`config.mk`:
```
export PLATFORM = sky130hd
export DESIGN_NAME = uart_receiver
export DESIGN_NICKNAME = d
export VERILOG_FILES = /design/src/rtl/uart_pkg.sv /design/src/rtl/uart_rx_sync.sv /design/src/rtl/uart_receiver.sv
export SDC_FILE = /design/constraint.sdc
export NUM_CORES = 1
export LEC_CHECK = 0
export ABC_AREA = 1
export CORE_UTILIZATION = 51
export CTS_BUF_LIST = sky130_fd_sc_hd__clkbuf_16
export DETAILED_ROUTE_END_ITERATION = 7
export PLACE_DENSITY = 0.74
export SLEW_MARGIN = 20
export SYNTH_ARGS = -nofsm -noshare
export SYNTH_HDL_FRONTEND = slang
export SYNTH_SLANG_ARGS = --single-unit
export TNS_END_PERCENT = 100
```
`constraint.sdc`:
```
create_clock -name CLK -period 1.4 [get_ports CLK]
set_input_delay 0.21 -clock CLK [delete_from_list [all_inputs] [get_ports CLK]]
set_output_delay 0.21 -clock CLK [all_outputs]
set_load 0.005 [all_outputs]
```
`src/rtl/uart_pkg.sv`:
```
// uart_pkg: definitions shared by both ends of the 8N1 UART link.
//   uart_state_e      - receiver FSM encoding (2 bits)
//   DATA_BITS         - payload bits per frame
//   UART_CLKS_PER_BIT - default bit period in system clocks (100 MHz / 250000 baud);
//                       the transmitter uses the same value so both ends agree on it.
package uart_pkg;

  typedef enum logic [1:0] {
    ST_IDLE  = 2'd0,
    ST_START = 2'd1,
    ST_DATA  = 2'd2,
    ST_STOP  = 2'd3
  } uart_state_e;

  localparam int DATA_BITS         = 8;
  localparam int UART_CLKS_PER_BIT = 400;

endpackage

```
`src/rtl/uart_rx_sync.sv`:
```
// uart_rx_sync: two-flop synchroniser for an asynchronous pin input.
// Both flops reset to 1, which is the idle level of a UART line.
//   clk - destination clock
//   rst - asynchronous, active-high reset
//   d   - asynchronous input pin
//   q   - synchronised output, two clocks of latency
module uart_rx_sync (
  input  logic clk,
  input  logic rst,
  input  logic d,
  output logic q
);

  logic meta_q;
  logic sync_q;

  always_ff @(posedge clk or posedge rst) begin
    if (rst) begin
      meta_q <= 1'b1;
      sync_q <= 1'b1;
    end else begin
      meta_q <= d;
      sync_q <= meta_q;
    end
  end

  assign q = sync_q;

endmodule

```
`src/rtl/uart_receiver.sv`:
```
// uart_receiver: 8N1 asynchronous serial receiver.
// Synchronises RX, qualifies the start bit at its centre, samples eight data
// bits LSB first at bit centres and checks the stop bit.
//   CLK       - system clock
//   RST       - asynchronous, active-high reset
//   RX        - serial line, idle high
//   DATA      - last correctly framed byte, held until the next good frame
//   VALID     - one-cycle pulse, DATA updated this cycle
//   FRAME_ERR - one-cycle pulse, stop bit sampled low (DATA untouched)
//   BUSY      - receiver is inside a frame
module uart_receiver
  import uart_pkg::*;
#(
  parameter int CLKS_PER_BIT = UART_CLKS_PER_BIT
) (
  input  logic                 CLK,
  input  logic                 RST,
  input  logic                 RX,
  output logic [DATA_BITS-1:0] DATA,
  output logic                 VALID,
  output logic                 FRAME_ERR,
  output logic                 BUSY
);

  localparam int HALF = CLKS_PER_BIT / 2;
  localparam int CW   = $clog2(CLKS_PER_BIT);
  localparam int IW   = $clog2(DATA_BITS);

  if (CLKS_PER_BIT < 4) begin : g_bad_clks_per_bit
    $error("uart_receiver: CLKS_PER_BIT must be >= 4");
  end

  uart_state_e          state_q, state_d;
  logic [CW-1:0]        cnt_q, cnt_d;
  logic [IW-1:0]        idx_q, idx_d;
  logic [DATA_BITS-1:0] shift_q, shift_d;
  logic [DATA_BITS-1:0] data_q, data_d;
  logic                 valid_q, valid_d;
  logic                 ferr_q, ferr_d;
  logic                 rx_prev_q;
  logic                 rx_s;

  uart_rx_sync u_sync (
    .clk (CLK),
    .rst (RST),
    .d   (RX),
    .q   (rx_s)
  );

  always_comb begin
    state_d = state_q;
    cnt_d   = cnt_q;
    idx_d   = idx_q;
    shift_d = shift_q;
    data_d  = data_q;
    valid_d = 1'b0;
    ferr_d  = 1'b0;
    case (state_q)
      ST_IDLE: begin
        // Edge, not level: a line stuck low (break) cannot re-trigger.
        if (rx_prev_q && !rx_s) begin
          state_d = ST_START;
          cnt_d   = '0;
        end
      end
      ST_START: begin
        if (cnt_q == CW'(HALF - 1)) begin
          cnt_d = '0;
          if (!rx_s) begin
            state_d = ST_DATA;
            idx_d   = '0;
          end else begin
            state_d = ST_IDLE;  // glitch shorter than half a bit
          end
        end else begin
          cnt_d = cnt_q + 1'b1;
        end
      end
      ST_DATA: begin
        if (cnt_q == CW'(CLKS_PER_BIT - 1)) begin
          shift_d[idx_q] = rx_s;
          cnt_d          = '0;
          idx_d          = idx_q + 1'b1;
          if (idx_q == IW'(DATA_BITS - 1)) state_d = ST_STOP;
        end else begin
          cnt_d = cnt_q + 1'b1;
        end
      end
      ST_STOP: begin
        if (cnt_q == CW'(CLKS_PER_BIT - 1)) begin
          // Back to IDLE half a bit early so a start bit right after
          // the stop bit is still seen as a falling edge.
          cnt_d   = '0;
          state_d = ST_IDLE;
          if (rx_s) begin
            data_d  = shift_q;
            valid_d = 1'b1;
          end else begin
            ferr_d  = 1'b1;
          end
        end else begin
          cnt_d = cnt_q + 1'b1;
        end
      end
      default: state_d = ST_IDLE;
    endcase
  end

  always_ff @(posedge CLK or posedge RST) begin
    if (RST) begin
      state_q   <= ST_IDLE;
      cnt_q     <= '0;
      idx_q     <= '0;
      shift_q   <= '0;
      data_q    <= '0;
      valid_q   <= 1'b0;
      ferr_q    <= 1'b0;
      rx_prev_q <= 1'b1;
    end else begin
      state_q   <= state_d;
      cnt_q     <= cnt_d;
      idx_q     <= idx_d;
      shift_q   <= shift_d;
      data_q    <= data_d;
      valid_q   <= valid_d;
      ferr_q    <= ferr_d;
      rx_prev_q <= rx_s;
    end
  end

  assign DATA      = data_q;
  assign VALID     = valid_q;
  assign FRAME_ERR = ferr_q;
  assign BUSY      = (state_q != ST_IDLE);

endmodule

```
---- After elaboration in Yosys (flattened, before gate mapping) ----
Cells that the tools add are included.
word-level totals
  register bits after elaboration ......... 35
  bits in latches ......................... 0
  RAM bits ................................ 0
  memory bits (read-only) ................. 0
  bits of input ports ..................... 3
  output and inout port bits .............. 11
  word-level logic and storage cells ...... 61
  memories kept ........................... 0
operators by class
  $add $sub $neg .......................... 2
  multiply operators ...................... 0
  divide/modulo/power cells ............... 0
  order comparisons ....................... 2
  eq/ne operators ......................... 12
  shift-type cells ........................ 0
  multiplexer cells ....................... 24
  bitwise logic cells ..................... 0
  reductions and logical operators ........ 11
operators by type and width
  cell                   number
  $mux W9                3
  $pmux W9 S3            1
  $mux W2                6
  $ne A2 B2 Y1 const B   6
  $add A9 B1 Y9 const B  1
  $eq A9 B8 Y1 const B   1
  $eq A9 B9 Y1 const B   1
  $mux W3                3
  $bwmux W8              1
  $pmux W2 S4            1
  $mux W1                7
  $pmux W3 S2            1
  $reduce_and A5 Y1      1
  $eq A2 B2 Y1 const B   2
  $lt A3 B4 Y1 const B   1
  $reduce_and A4 Y1      1
  $reduce_bool A2 Y1     2
  $add A3 B1 Y3 const B  1
  $demux W1 S3           1
  $eq A3 B3 Y1 const B   1
  $ge A3 B1 Y1 const B   1
  $reduce_and A3 Y1      1
  $eq A2 B1 Y1 const B   1
  $logic_and A1 B1 Y1    2
  other kinds (4)        4

---- Longest topological paths before layout ----
Gate-level depths: netlist of run 1.
  depth in word-level cells ............... 5
  depth in mapped cells ................... 11

---- Hierarchy ----
Synthesis of run 1 repeated with hierarchy kept, for this count alone.
second synthesis, totals
  cell total of the unflattened synthesis .. 196
  area total of the unflattened synthesis .. 1,692.9 sq um
modules (own cells, without submodules)
  module         times used  cells an instance  area an instance (sq um)  sequential area each (sq um)
  uart_receiver  1           193                1,636.6                   827.0
  uart_rx_sync   1           3                  56.3                      52.6

---- Worst setup path before layout of run 1 ----
Ideal clock, no wire load.
  path kind ............................... register to register
  from .................................... register cnt_q[0]
  to ...................................... register idx_q[0]
  library setup time ...................... 0.117 ns
  arrival time ............................ 1.258 ns
  required time ........................... 1.283 ns
  setup slack ............................. 0.025 ns
  cell stages (with the launch flop) ...... 11
  cells stage by stage .................... dfrtp_1 ha_1 nand2_1 nor2_4 inv_2 nor2_4 nor2_2 nor2_4 o21ai_2 nand2_1 nand2_1
on the way
  longest elaborated chain between the ends .. 3
  elaborated cells between the ends (all ways) .. 5
ends and longest elaborated chain
  what                                                 RTL line                                  RTL
  start: declaration                                   uart_receiver.sv:34                       logic [CW-1:0] cnt_q, cnt_d;
  start signal: assignment                             uart_receiver.sv:121                      cnt_q <= cnt_d;
  $eq A9 B9 Y1 / $eq A9 B8 Y1 (equally long branches)  uart_receiver.sv:80, uart_receiver.sv:67
  $ne A2 B2 Y1 (no source line)                        -
  $reduce_and A4 Y1 (no source line) (*)               -
  end signal: assignment                               uart_receiver.sv:122                      idx_q <= idx_d;
  end: declaration                                     uart_receiver.sv:35                       logic [IW-1:0] idx_q, idx_d;
Mark *: on every way between the ends. The rest lies on a longest branch, timed or not.
A chain may end at the register's enable or synchronous reset.

---- Final worst setup path of run 1 ----
  from .................................... register cnt_q[1]
  to ...................................... register shift_q[5]
on the way
  longest elaborated chain between the ends .. 2
ends and longest elaborated chain
  what                                RTL line              RTL
  $eq A9 B9 Y1                        uart_receiver.sv:80   if (cnt_q == CW'(CLKS_PER_BIT - 1)) begin
  $reduce_and A2 Y1 (no source line)  -
  end signal: assignment              uart_receiver.sv:123  shift_q <= shift_d;
  end: declaration                    uart_receiver.sv:36   logic [DATA_BITS-1:0] shift_q, shift_d;
No other way between the ends.

==> flow_metrics.env, run 1 <==
export IMPL_chipHeight_um=60.80
export IMPL_rsz0062_at_grt="true"
export IMPL_grt_pass1_wl_um=6423
export IMPL_drive_gt1_frac=0.3223
export IMPL_dpl_hpwl_um=2586
export IMPL_cp_end_kind="register"
export IMPL_ant_nets=0
export IMPL_synth_area_um2=1763
export IMPL_critPathMaxFanout=4
export IMPL_peakVddDrop_mv=1.501
export IMPL_max_clock_path_buffers=2
export IMPL_port_buffers=13
export IMPL_grt_max_degree=36
export IMPL_timing_worst_setup_path_type="register to register"
export IMPL_grt_pass1_vias=1432
export IMPL_power_density_nw_per_um2=1627
export IMPL_drc=0
export IMPL_cpMostUsedCell="nor2_4"
export IMPL_dp_slack_ns=-0.1475
export IMPL_n_antenna_cell=0
export IMPL_wl_per_cell_um=15.14
export IMPL_clock_sinks=35
export IMPL_core_area_um2=3153
export IMPL_syn_avg_cell_area_um2=8.124
export IMPL_violations="negative setup slack"
export IMPL_slew_headroom=0.7796
export IMPL_gp_congestion=0.8597
export IMPL_period_share=1.144
export IMPL_cts_hold_fix_buffers=0
export IMPL_syn_inst=217
export IMPL_clock_latency_ns=0.28
export IMPL_drt_first_pass_iters=4
export IMPL_totalWireLength_um=4798
export IMPL_numCtsBuffers=5
export IMPL_slowest_stage="dfrtp_1"
export IMPL_initialDrtViolationCount=147
export IMPL_viasPerCell=5.372
export IMPL_worst_pin_slew_ns=0.3294
export IMPL_yosys_warnings=0
export IMPL_setup_violations=30
export IMPL_grt_ovfl_total=0
export IMPL_dieArea_um2=3696
export IMPL_setup_ws_ns=-0.2019
export IMPL_finalHoldViolCount=0
export IMPL_path_cells="ha_4 -> nand2_4 -> nor2_4 -> nand4_1 -> nor2_4 -> nand3_1 -> nand2_1 -> o21ai_1"
export IMPL_synth_top_area_cell="dfrtp_1"
export IMPL_vias=1703
export IMPL_synth_area_leaders="dfrtp_1 (45%), nand2_1 (12%), inv_1 (7.5%)"
export IMPL_critical_path_max_stage_delay_ns=0.39
export IMPL_post_route_min_period_ns=1.602
export IMPL_grt_usage=0.2435
export IMPL_area_delta_synth_final_pct=43.22
export IMPL_maxSlewViolCount=0
export IMPL_max_cap_violations=0
export IMPL_grt_antenna_before_repair=0
export IMPL_p_leak_uw=0.001306
export IMPL_skew_ns=0.004105
export IMPL_cts_tree="done"
export IMPL_start_kind="register"
export IMPL_synth_seq_cells=35
export IMPL_yosysTopAreaCellShare=0.4542
export IMPL_cp_required_ns=1.56
export IMPL_clock_fmax_mhz=624.3
export IMPL_initial_core_util=0.5591
export IMPL_status="complete, but fails checks"
export IMPL_htreeDepth=2
export IMPL_ys_seq_area_frac=0.4989
export IMPL_io_pins=14
export IMPL_final_setup_tns_ns=-4.471
export IMPL_cts_root_buffer="clkbuf_16"
export IMPL_fin_nets=278
export IMPL_worstPathArrival_ns=1.76
export IMPL_syn_nets=223
export IMPL_num_rows=20
export IMPL_path_clk_slew_ns=0.05
export IMPL_synth_distinct_cells=24
export IMPL_fp_dieW_um=60.80
export IMPL_min_delay_path_class="input pin to async pin"
==> sequential cells by signal (all words and copies together), names as in the netlist, named ones only <==
name,cells
shift_q,8
FRAME_ERR,1
idx_q,3
u_sync.meta_q,1
state_q,1
cnt_q,9
rx_prev_q,1
VALID,1
u_sync.q,1
DATA,8
==> routing by layer <==
layer / routed length, um / GRT usage / share of wire / vias to the layer above
met3: 319 / 0.06397 / 0.066 / 19
met5: 0 / 0 / 0 / -
met1: 2081 / 0.3397 / 0.43 / 803
met2: 2269 / 0.3673 / 0.47 / 82
li1: - / - / - / 799
met4: 127 / 0.08766 / 0.026 / 0
==> cell families after synthesis <==
group	Yosys count	share of synthesized area
and+or+nand+nor	111	0.2917
buffers and inverters	40	0.08942
DFF	35	0.4989
AOI/OAI and AO/OA	26	0.08872
adders and majority gates	3	0.02129
xor gates and xnor gates	2	0.009938
==> synth_stat cells, drive strengths merged <==
library cell	instances
ha	3
inv	38
dfstp	3
o32ai	1
nand3b	1
nor2	20
dfrtp	32
buf	1
o21ai	23
nand3	27
xor2	2
nand4	2
nand2	60
nor4	1
clkinv	1
a21oi	2
==> final cells by class <==
| class | instances | area, um^2 |
|---|---|---|
| flip-flops and latches | 35 | 882.1 |
| repair buffers | 48 | 406.6 |
| clock inverters | 3 | 63.81 |
| multi-input cells | 143 | 843.3 |
| well taps | 44 | 55.05 |
| inverters | 39 | 148.9 |
| clock buffers | 5 | 125.1 |
| fillers | 199 | 628.1 |
==> worst paths after layout <==
kind                               start             to  cells past startpoint  slack (ns)
setup / recovery                cnt_q[1]     shift_q[5]                      8       -0.20
hold / removal                       RST     shift_q[3]                      3        0.29
setup reg to reg                cnt_q[1]     shift_q[5]                      8       -0.20
hold reg to reg            u_sync.meta_q       u_sync.q                      0        0.36
max in group asynchronous            RST      rx_prev_q                      3        0.87
min in group CLK                      RX  u_sync.meta_q                      1        0.33
==> worst max-delay path: cells and delay by family (launching register included) <==
family                     cells  cell delay, ns
AOI/OAI and AO/OA              1            0.07
adders and majority gates      1            0.17
DFF                            1            0.39
and+or+nand+nor                6            0.85
==> placed cells by master, fill, tap and decap left out, drive strengths merged, types with 3 or more instances in the layout <==
cell           instances
nor2                  20
clkbuf                 5
dfrtp                 32
buf                   35
dfstp                  3
nand2                 60
ha                     3
nand3                 28
o21ai                 23
inv                   39
clkdlybuf4s50         11
==> per-stage QoR <==
| step | power [uW] | cell area (um^2) | util | hold slack, ns | instances |
|---|---|---|---|---|---|
| global placement | 2369 | 2130 | 0.6754 | 0.3470 | 297 |
| floorplan | 1917 | 1763 | - | 0.2145 | 217 |
| detailed placement | 2390 | 2130 | 0.6754 | 0.3491 | 297 |
| global route | 4295 | 2525 | 0.8008 | 0.3216 | 317 |
| finish | 4108 | 2525 | 0.8008 | 0.2861 | 317 |
| CTS | 3864 | 2367 | 0.7508 | 0.2941 | 309 |
==> report_power, final <==
group	switching [uW]	internal, uW	total, uW	leakage, uW
logic	861	588	1450	0.000744
registers	101	1140	1240	0.000467
clock network	404	1010	1420	0.0000952
==> timing repair <==
action,4_1_cts,5_1_grt
setup endpoints to repair,29,31
cloned,0,1
pin swaps,3,12
gates resized for setup,15,20
setup buffers,4,8
Note: power is estimated with default switching activity, not from simulation.
==> run 2: changes to the inputs <==
--- a/config.mk
+++ b/config.mk
@@ -6,8 +6,8 @@
 export NUM_CORES = 1
 export LEC_CHECK = 0
 export ABC_AREA = 1
+export CAP_MARGIN = 25
 export CORE_UTILIZATION = 51
-export CTS_BUF_LIST = sky130_fd_sc_hd__clkbuf_16
 export DETAILED_ROUTE_END_ITERATION = 7
 export PLACE_DENSITY = 0.74
 export SLEW_MARGIN = 20
==> run 2 against run 1 <==
The run still ends with negative setup slack left. Setup slack gained 0.042 ns. Register-to-register slack gained 0.04 ns. Cell count is the same. First-iteration DRC count shrank 33%. Core utilization shrank 2.5 points. Fmax grew 2.7%. Die area is the same. Clock skew grew 0.0070 ns. Wire length shrank 4.9%. Sequential power is essentially flat. Critical endpoint is now DATA[5].
==> flow_metrics.env, run 2 (synthesized netlist as in run 1, its figures left out) <==
export IMPL_fin_nets=278
export IMPL_max_clock_path_buffers=2
export IMPL_final_common_cell="nand2_1"
export IMPL_mostFrequentLayoutCells="nand2_1 (55), buf_4 (33), dfrtp_1 (32), inv_1 (32), nand3_1 (15)"
export IMPL_dp_slack_ns=-0.1475
export IMPL_io_pins=14
export IMPL_wl_per_cell_um=14.39
export IMPL_status="complete, but fails checks"
export IMPL_timing_rr_end="DATA[5]"
export IMPL_slowest_stage="dfrtp_1"
export IMPL_core_area_um2=3153
export IMPL_period_share=1.114
export IMPL_slew_headroom=0.8004
export IMPL_grt_ovfl_total=0
export IMPL_area_delta_synth_final_pct=38.68
export IMPL_maxSlewViolCount=0
export IMPL_dpl_hpwl_um=2586
export IMPL_violations="negative setup slack"
export IMPL_grt_antenna_before_repair=0
export IMPL_grt_pass1_wl_um=6630
export IMPL_post_route_min_period_ns=1.560
export IMPL_power_uw=3558
export IMPL_n_fill_cell=219
export IMPL_totalWireLength_um=4561
export IMPL_rr_worst_depth=10
export IMPL_finalHoldViolCount=0
export IMPL_clock_fmax_mhz=641.2
export IMPL_num_rows=20
export IMPL_cts_root_buffer="clkbuf_4"
export IMPL_clock_sinks=35
export IMPL_timing_worst_setup_path_type="register to register"
export IMPL_vias=1671
export IMPL_cts_hold_fix_buffers=0
export IMPL_r2r_slack_ns=-0.16
export IMPL_critical_path_max_stage_delay_ns=0.41
export IMPL_drt_first_pass_iters=4
export IMPL_crit_family="simple AND/OR/NAND/NOR gates"
export IMPL_grt_max_degree=36
export IMPL_worstPathArrival_ns=1.85
export IMPL_path_clk_slew_ns=0.11
export IMPL_drive_gt1_frac=0.3187
export IMPL_dieArea_um2=3696
export IMPL_fp_dieW_um=60.80
export IMPL_critPathMaxFanout=7
export IMPL_r2r_start="cnt_q[0]"
export IMPL_gp_congestion=0.8597
export IMPL_numCtsBuffers=5
export IMPL_cp_required_ns=1.69
export IMPL_largest_register_ff_count=9
export IMPL_power_density_nw_per_um2=1455
export IMPL_critPathBufInv=3
export IMPL_initialDrtViolationCount=99
export IMPL_path_cells="ha_4 -> nand2_4 -> nor2_4 -> inv_2 -> nor2_4 -> buf_4 -> nand3_4 -> inv_4 -> nand2_1 -> nand2_1"
export IMPL_ant_nets=0
export IMPL_initial_core_util=0.5591
export IMPL_p_leak_uw=0.001327
export IMPL_htreeDepth=2
export IMPL_chipHeight_um=60.80
export IMPL_min_delay_path_class="input pin to async pin"
export IMPL_port_buffers=13
export IMPL_n_antenna_cell=0
export IMPL_skew_ns=0.01106
export IMPL_drc=0
export IMPL_grt_usage=0.2509
export IMPL_clock_latency_ns=0.34
export IMPL_peakVddDrop_mv=1.197
export IMPL_grt_pass1_vias=1521
export IMPL_viasPerCell=5.271
export IMPL_cts_tree="done"
export IMPL_max_cap_violations=0
export IMPL_setup_ws_ns=-0.1595
export IMPL_regMostFlops="cnt_q"
export IMPL_rsz0062_at_grt="true"
export IMPL_final_util=0.7754
export IMPL_setup_violations=27
export IMPL_cp_end_kind="register"
export IMPL_worst_pin_slew_ns=0.2984
export IMPL_start_kind="register"
## run 2: cell count changes in the layout (fill, tap and decap cells not counted), moves of 2 or more
cell             previous run  this run
clkbuf_16                   5         0
clkbuf_4                    0         5
clkdlybuf4s50_1            11         2
dfrtp_1                    30        32
dfrtp_2                     2         0
dlygate4sd2_1               1         8
o21ai_0                    12        10
o21ai_1                     5         7
## run 2: how the worst max path moves through the flow
stage / from / end / slack, ns / cells past startpoint
5_1_grt: state_q[0] / shift_q[6] / -0.24 / 7
3_5_place_dp: cnt_q[5] / DATA[1] / -0.15 / 7
4_1_cts: cnt_q[0] / register / -0.12 / 10
3_3_place_gp: cnt_q[5] / DATA[7] / -0.13 / 7
6_report: cnt_q[0] / DATA[5] / -0.16 / 10
2_1_floorplan: cnt_q[0] / idx_q[0] / 0.03 / 10
## run 2: cell type report
cell class | instances | area (um^2) | share of cell area
clock inverter | 2 | 60.06 | 0.02457
sequential | 35 | 879.6 | 0.3598
timing repair buffer | 48 | 404.1 | 0.1653
clock buffer | 6 | 41.29 | 0.01689
multi-input combinational | 143 | 855.8 | 0.3501
inverter | 39 | 148.9 | 0.06090
tap | 44 | 55.05 | 0.02252
## run 2: timing repair
action	4_1_cts	5_1_grt
pin swaps	5	10
endpoints found under the hold margin	0	0
cloned	1	0
setup buffers	6	6
endpoints found under the setup margin	37	33
resized for setup	21	27
## run 2: per-stage QoR
step	hold WS, ns	cell area [um^2]	TNS [ns]	cells
3_3_place_gp	0.3470	2130	-1.781	297
3_5_place_dp	0.3491	2130	-2.397	297
5_1_grt	0.2182	2445	-5.290	317
6_report	0.2048	2445	-2.883	317
2_1_floorplan	0.2145	1763	0	217
4_1_cts	0.2036	2303	-1.278	312
## run 2: worst min-delay path, delay by kind of cell
family | cells | cell delay [ns]
buffers and inverters | 3 | 0.70
## run 2: power breakdown
group / internal (uW) / leakage, uW / total [uW] / switching (uW)
Clock: 557 / 0.0000525 / 887 / 330
Combinational: 587 / 0.000805 / 1440 / 852
Sequential: 1130 / 0.000469 / 1230 / 97.4
Total: 2280 / 0.00133 / 3560 / 1280
## run 2: layer usage
| metal | GRT usage | part of all wire | up-vias |
|---|---|---|---|
| li1 | - | - | 797 |
| met1 | 0.3333 | 0.42 | 794 |
| met2 | 0.3925 | 0.50 | 64 |
| met3 | 0.07036 | 0.053 | 16 |
| met4 | 0.09416 | 0.028 | 0 |
| met5 | 0 | 0 | - |
==> run 3: changes to the inputs <==
--- a/config.mk
+++ b/config.mk
@@ -7,7 +7,9 @@
 export LEC_CHECK = 0
 export ABC_AREA = 1
 export CAP_MARGIN = 25
-export CORE_UTILIZATION = 51
+export CELL_PAD_IN_SITES_DETAIL_PLACEMENT = 0
+export CELL_PAD_IN_SITES_GLOBAL_PLACEMENT = 2
+export CORE_UTILIZATION = 31
 export DETAILED_ROUTE_END_ITERATION = 7
 export PLACE_DENSITY = 0.74
 export SLEW_MARGIN = 20
==> run 3 against run 2 <==
The flow still finishes with violations (negative setup slack). Non-clock buffer count increased by 6. Sequential share of layout area shrank 1.2 points. Wire length down 12%. Power decreased by 2.0%. Via count fell by 9.0%.
==> flow_metrics.env, run 3 (synthesized netlist as in run 1, its figures left out) <==
export IMPL_status="complete, but fails checks"
export IMPL_violations="negative setup slack"
export IMPL_grt_usage=0.1528
export IMPL_initialDrtViolationCount=79
export IMPL_dp_slack_ns=-0.1577
export IMPL_p_switching_uw=1308
export IMPL_fin_cells=350
export IMPL_start_kind="register"
export IMPL_dpl_cell_area_um2=2240
export IMPL_worstPathArrival_ns=1.68
export IMPL_ant_nets=0
export IMPL_dieArea_um2=5992
export IMPL_grt_antenna_before_repair=0
export IMPL_timing_worst_setup_path_type="register to register"
export IMPL_grt_max_degree=36
export IMPL_n_fill_cell=548
export IMPL_finalHoldViolCount=0
export IMPL_setup_violations=23
export IMPL_rsz0062_at_grt="true"
export IMPL_min_delay_path_class="input pin to async pin"
export IMPL_maxSlewViolCount=0
export IMPL_mostFrequentLayoutCells="nand2_1 (52), buf_4 (39), dfrtp_1 (32)"
export IMPL_p_sw_frac=0.3751
export IMPL_regMostFlops="cnt_q"
export IMPL_worst_pin_slew_ns=0.2722
export IMPL_grt_ovfl_total=0
export IMPL_internal_power_uw=2178
export IMPL_area_delta_synth_final_pct=43.44
export IMPL_cts_tree="done"
export IMPL_critPathMaxFanout=6
export IMPL_path_clk_slew_ns=0.07
export IMPL_grt_pass1_wl_um=7127
export IMPL_fin_nets=283
export IMPL_clock_sinks=35
export IMPL_num_rows=27
export IMPL_peakVddDrop_mv=0.5916
export IMPL_gp_congestion=0.7280
export IMPL_place_inst=335
export IMPL_max_cap_violations=0
export IMPL_setup_ws_ns=-0.1143
export IMPL_fp_dieW_um=77.41
export IMPL_totalWireLength_um=4018
export IMPL_drc=0
export IMPL_r2r_slack_ns=-0.11
export IMPL_clock_fmax_mhz=660.4
export IMPL_initial_core_util=0.3202
export IMPL_core_area_um2=5507
export IMPL_io_pins=14
export IMPL_htreeDepth=2
export IMPL_skew_ns=0.005908
export IMPL_dpl_hpwl_um=2834
export IMPL_post_route_min_period_ns=1.514
export IMPL_p_leak_uw=0.001264
export IMPL_slew_headroom=0.8170
export IMPL_chipHeight_um=77.41
export IMPL_postLayoutCellArea_um2=2529
export IMPL_largest_register_ff_count=9
export IMPL_cp_required_ns=1.57
export IMPL_max_clock_path_buffers=2
export IMPL_pwr_share_seq=0.357
export IMPL_n_antenna_cell=0
export IMPL_vias=1520
export IMPL_cts_hold_fix_buffers=0
export IMPL_port_buffers=13
export IMPL_period_share=1.082
export IMPL_drive_gt1_frac=0.3597
export IMPL_clock_latency_ns=0.29
export IMPL_power_density_nw_per_um2=1379
export IMPL_whs_ns=0.2696
export IMPL_grt_pass1_vias=1508
export IMPL_cts_root_buffer="clkbuf_8"
export IMPL_combPwrFrac=0.436
export IMPL_cp_end_kind="register"
export IMPL_final_common_cell="nand2_1"
export IMPL_viasPerCell=4.343
export IMPL_clkPwrFrac=0.207
export IMPL_wl_per_cell_um=11.48
export IMPL_drt_first_pass_iters=4
export IMPL_numCtsBuffers=5
[run 3: cell types whose count changed in the layout (fill, tap and decap cells not counted), sizes merged]
| cell | previous run | this run |
|---|---|---|
| buf | 35 | 41 |
| bufinv | 2 | 0 |
| clkdlybuf4s50 | 2 | 12 |
| clkinv | 1 | 2 |
| clkinvlp | 0 | 1 |
| dlygate4sd2 | 8 | 0 |
| dlymetal6s2s | 2 | 0 |
| nand3 | 28 | 27 |
[run 3: per-stage QoR]
stage | power, uW | util | setup TNS [ns]
CTS | 3363 | 0.4404 | -2.050
floorplan | 1917 | - | 0
finish | 3486 | 0.4592 | -1.656
global placement | 2512 | 0.4067 | -1.714
global route | 3778 | 0.4592 | -4.442
detailed placement | 2499 | 0.4067 | -2.315
[run 3: layout make-up]
class | instances | area (um^2) | share of cell area
Sequential cell | 35 | 879.6 | 0.3478
Clock buffer | 6 | 72.57 | 0.02870
Tap cell | 72 | 90.09 | 0.03563
Clock inverter | 2 | 12.51 | 0.004948
Multi-Input combinational cell | 142 | 870.8 | 0.3444
Inverter | 39 | 148.9 | 0.05888
Timing Repair Buffer | 54 | 454.2 | 0.1796
[run 3: final timing paths]
| check | start | endpoint | depth (start not counted) |
|---|---|---|---|
| hold / removal | RST | cnt_q[6] | 3 |
| max in group asynchronous | RST | u_sync.meta_q | 3 |
| setup / recovery | cnt_q[0] | cnt_q[8] | 9 |
| min in group CLK | RX | u_sync.meta_q | 1 |
| hold reg to reg | u_sync.meta_q | u_sync.q | 0 |
| setup reg to reg | cnt_q[0] | cnt_q[8] | 9 |
[run 3: routing by layer]
metal / GRT usage / wire, um
met1: 0.2114 / 2037
met2: 0.2319 / 1821
met3: 0.03176 / 97
met4: 0.06226 / 61
met5: 0 / 0
[run 3: power groups by stage]
stage          clock network, uW  registers, uW  logic, uW
2_1_floorplan                  0           1270        651
3_3_place_gp                   0           1230       1280
3_5_place_dp                   0           1240       1260
4_1_cts                      763           1230       1370
5_1_grt                      807           1260       1710
6_report                     722           1250       1520
[run 3: critical path, stage by stage, from the launching register on]
cell and delay [ns]:
dfrtp_1 0.39, ha_4 0.16, nand2_4 0.06, nor2_4 0.14, inv_2 0.07, nor2_4 0.16, buf_4 0.14, o21ai_4 0.08
nand3_1 0.09, o21ai_0 0.09
[run 3: timing repair]
item                       CTS  global route
pin swaps                    6            11
setup endpoints to repair   31            32
resized for setup           28            18
buffers inserted             5             3
==> RTL edit: new RTL, flow settings as in run 1 <==
Set the package constant `DATA_BITS` to 16 (it was 8).
--- a/src/rtl/uart_pkg.sv
+++ b/src/rtl/uart_pkg.sv
@@ -13,5 +13,5 @@
   } uart_state_e;
 
-  localparam int DATA_BITS         = 8;
+  localparam int DATA_BITS         = 16;
   localparam int UART_CLKS_PER_BIT = 400;
 
Ports: changed (resized DATA); port bits go from 14 to 22. No check against the original RTL was run, so the function may have changed too.
==> RTL edit against run 1 <==
  * The flow finishes with violations (design-rule violations, negative setup slack)
  * Routed wire length is 19% higher
  * Sequential cell count is 17 higher
  * Cell area is 29% higher
  * Combinational power is 20% lower
  * Setup slack better by 0.027 ns
  * Utilization is 7.0 points lower
  * Synthesized cell count is 31% higher
  * Area after synthesis is 38% higher
  * Total power is 2.6% lower
==> RTL edit: results (changes against run 1) <==
- Total track usage: 0.250 (+0.00647)
- Logic pwr share: 0.289 (-0.064)
- Design Power: 4.00 mW (-2.6%)
- First-pass GRT wire length: 9630 µm (+50%)
- Status: finished, violations left
- Post-DP HPWL: 3290 µm (+27%)
- Met1 GRT Util: 0.359 (+0.0194)
- Placed cell count: 370 (+25%)
- Leakage: 1.60 nW (+23%)
- WL met2: 2670 µm (+18%)
- Final core occ: 0.730 (-0.0704)
- Post-synth top cells: 89 x nand2_1, 49 x dfrtp_1, 35 x nand3_1
- Yosys reg bits: 52 (+49%)
- Non-filler cells, final: 393 (+24%)
- Xor and xnor fraction of the mapped netlist area: 0.0108 (+0.000855)
- Sequential power: 1.66 mW (+34%)
- Post-Route M1 WL: 2690 µm (+29%)
- Placed cell areas: 0.00289 mm² (+36%)
- GR Util met2: 0.376 (+0.00872)
- Number of non-clock inverters in the layout: 26 (-33%)
- GP Congestion: 0.837 (-2.6%)
- Cts hold-fix bufs: 0 (unchanged)
- Setup ws final: -0.175 ns (+0.0266 ns)
- Worst vdd ir: 937 µV (-38%)
- Met3 usage: 0.0484 (-0.0155)
- WL final: 5730 µm (+19%)
- Power density cells: 1220 mW/mm² (-25%)
- Area Growth Syn to Fin: 34.2%
- Non-clock buffer share: 0.150 (-0.0110)
- Critical Path Fanout Max: 6 (+2)
- R2R Setup Slk: -0.18 ns (+0.03 ns)
- Routed met3 length: 278 µm (-13%)
- Vias per cell: 5.45 (+1.5%)
- Cells after Synth: 284 (+31%)
- # setup viols final: 39 (+30%)
- P_sw: 1.31 mW (-3.8%)
- Synth area leaders: dfrtp_1 50%, nand2_1 14%, nand3_1 7.2%
- Netlist cell types: 21 (-13%)
- Drt first pass iters: 8 (+4)
- Setup TNS: -4.05 ns (+0.421 ns)
- Min Hold Slack: 0.231 ns (-0.0549 ns)
- Adder-cell area share of the yosys netlist: 0.0257 (+0.00440)
- Layout fillers: 308 (+55%)
- Nonclk buf count: 52 (+8.3%)
- Clock slew at reported path FFs: 0.07 ns (+0.02 ns)
- Largest net degree at the start of global routing: 37 (+2.8%)
- Data arrival, critical path: 1.81 ns (+0.05 ns)
- Multi-input logic area: 0.00116 mm² (+38%)
- Final Skew: 0.00432 ns (+0.000217 ns)
- Vias in the first global route: 2003 (+40%)
- Syn_nets: 292 (+31%)
- Residual DRC: 4 (+4)
- Failing checks: design-rule violations, negative setup slack
- Clock network area share: 0.0433 (-0.0316)
- Multi-input gates: 203 (+42%)
## RTL edit: cell count changes after synthesis, sizes merged, moves of 2 or more
cell and delta:
nand2 +30, clkbuf +5, nand3 +10, nor2 -2, o21ai +20, inv -12
a21oi -2, dfrtp +17, buf +2, ha +2
## RTL edit: timing repair
item / in CTS / in global routing
setup endpoints to repair: 48 / 48
pin swaps: 14 / 13
cloned: 5 / 0
buffers inserted: 5 / 5
gates resized for setup: 17 / 30
## RTL edit: worst paths after layout
kind,startpoint,to,cells past startpoint
worst max register to register,cnt_q[0]$_DFFE_PP0P_,DATA[10]$_DFFE_PP0P_,10
worst min register to register,u_sync.meta_q$_DFF_PP1_,u_sync.q$_DFF_PP1_,0
worst max-delay path,cnt_q[0]$_DFFE_PP0P_,DATA[10]$_DFFE_PP0P_,10
worst min-delay path,RST,cnt_q[1]$_DFFE_PP0P_,2
min in group CLK,RX,u_sync.meta_q$_DFF_PP1_,1
max in group asynchronous,RST,shift_q[14]$_DFFE_PP0P_,3
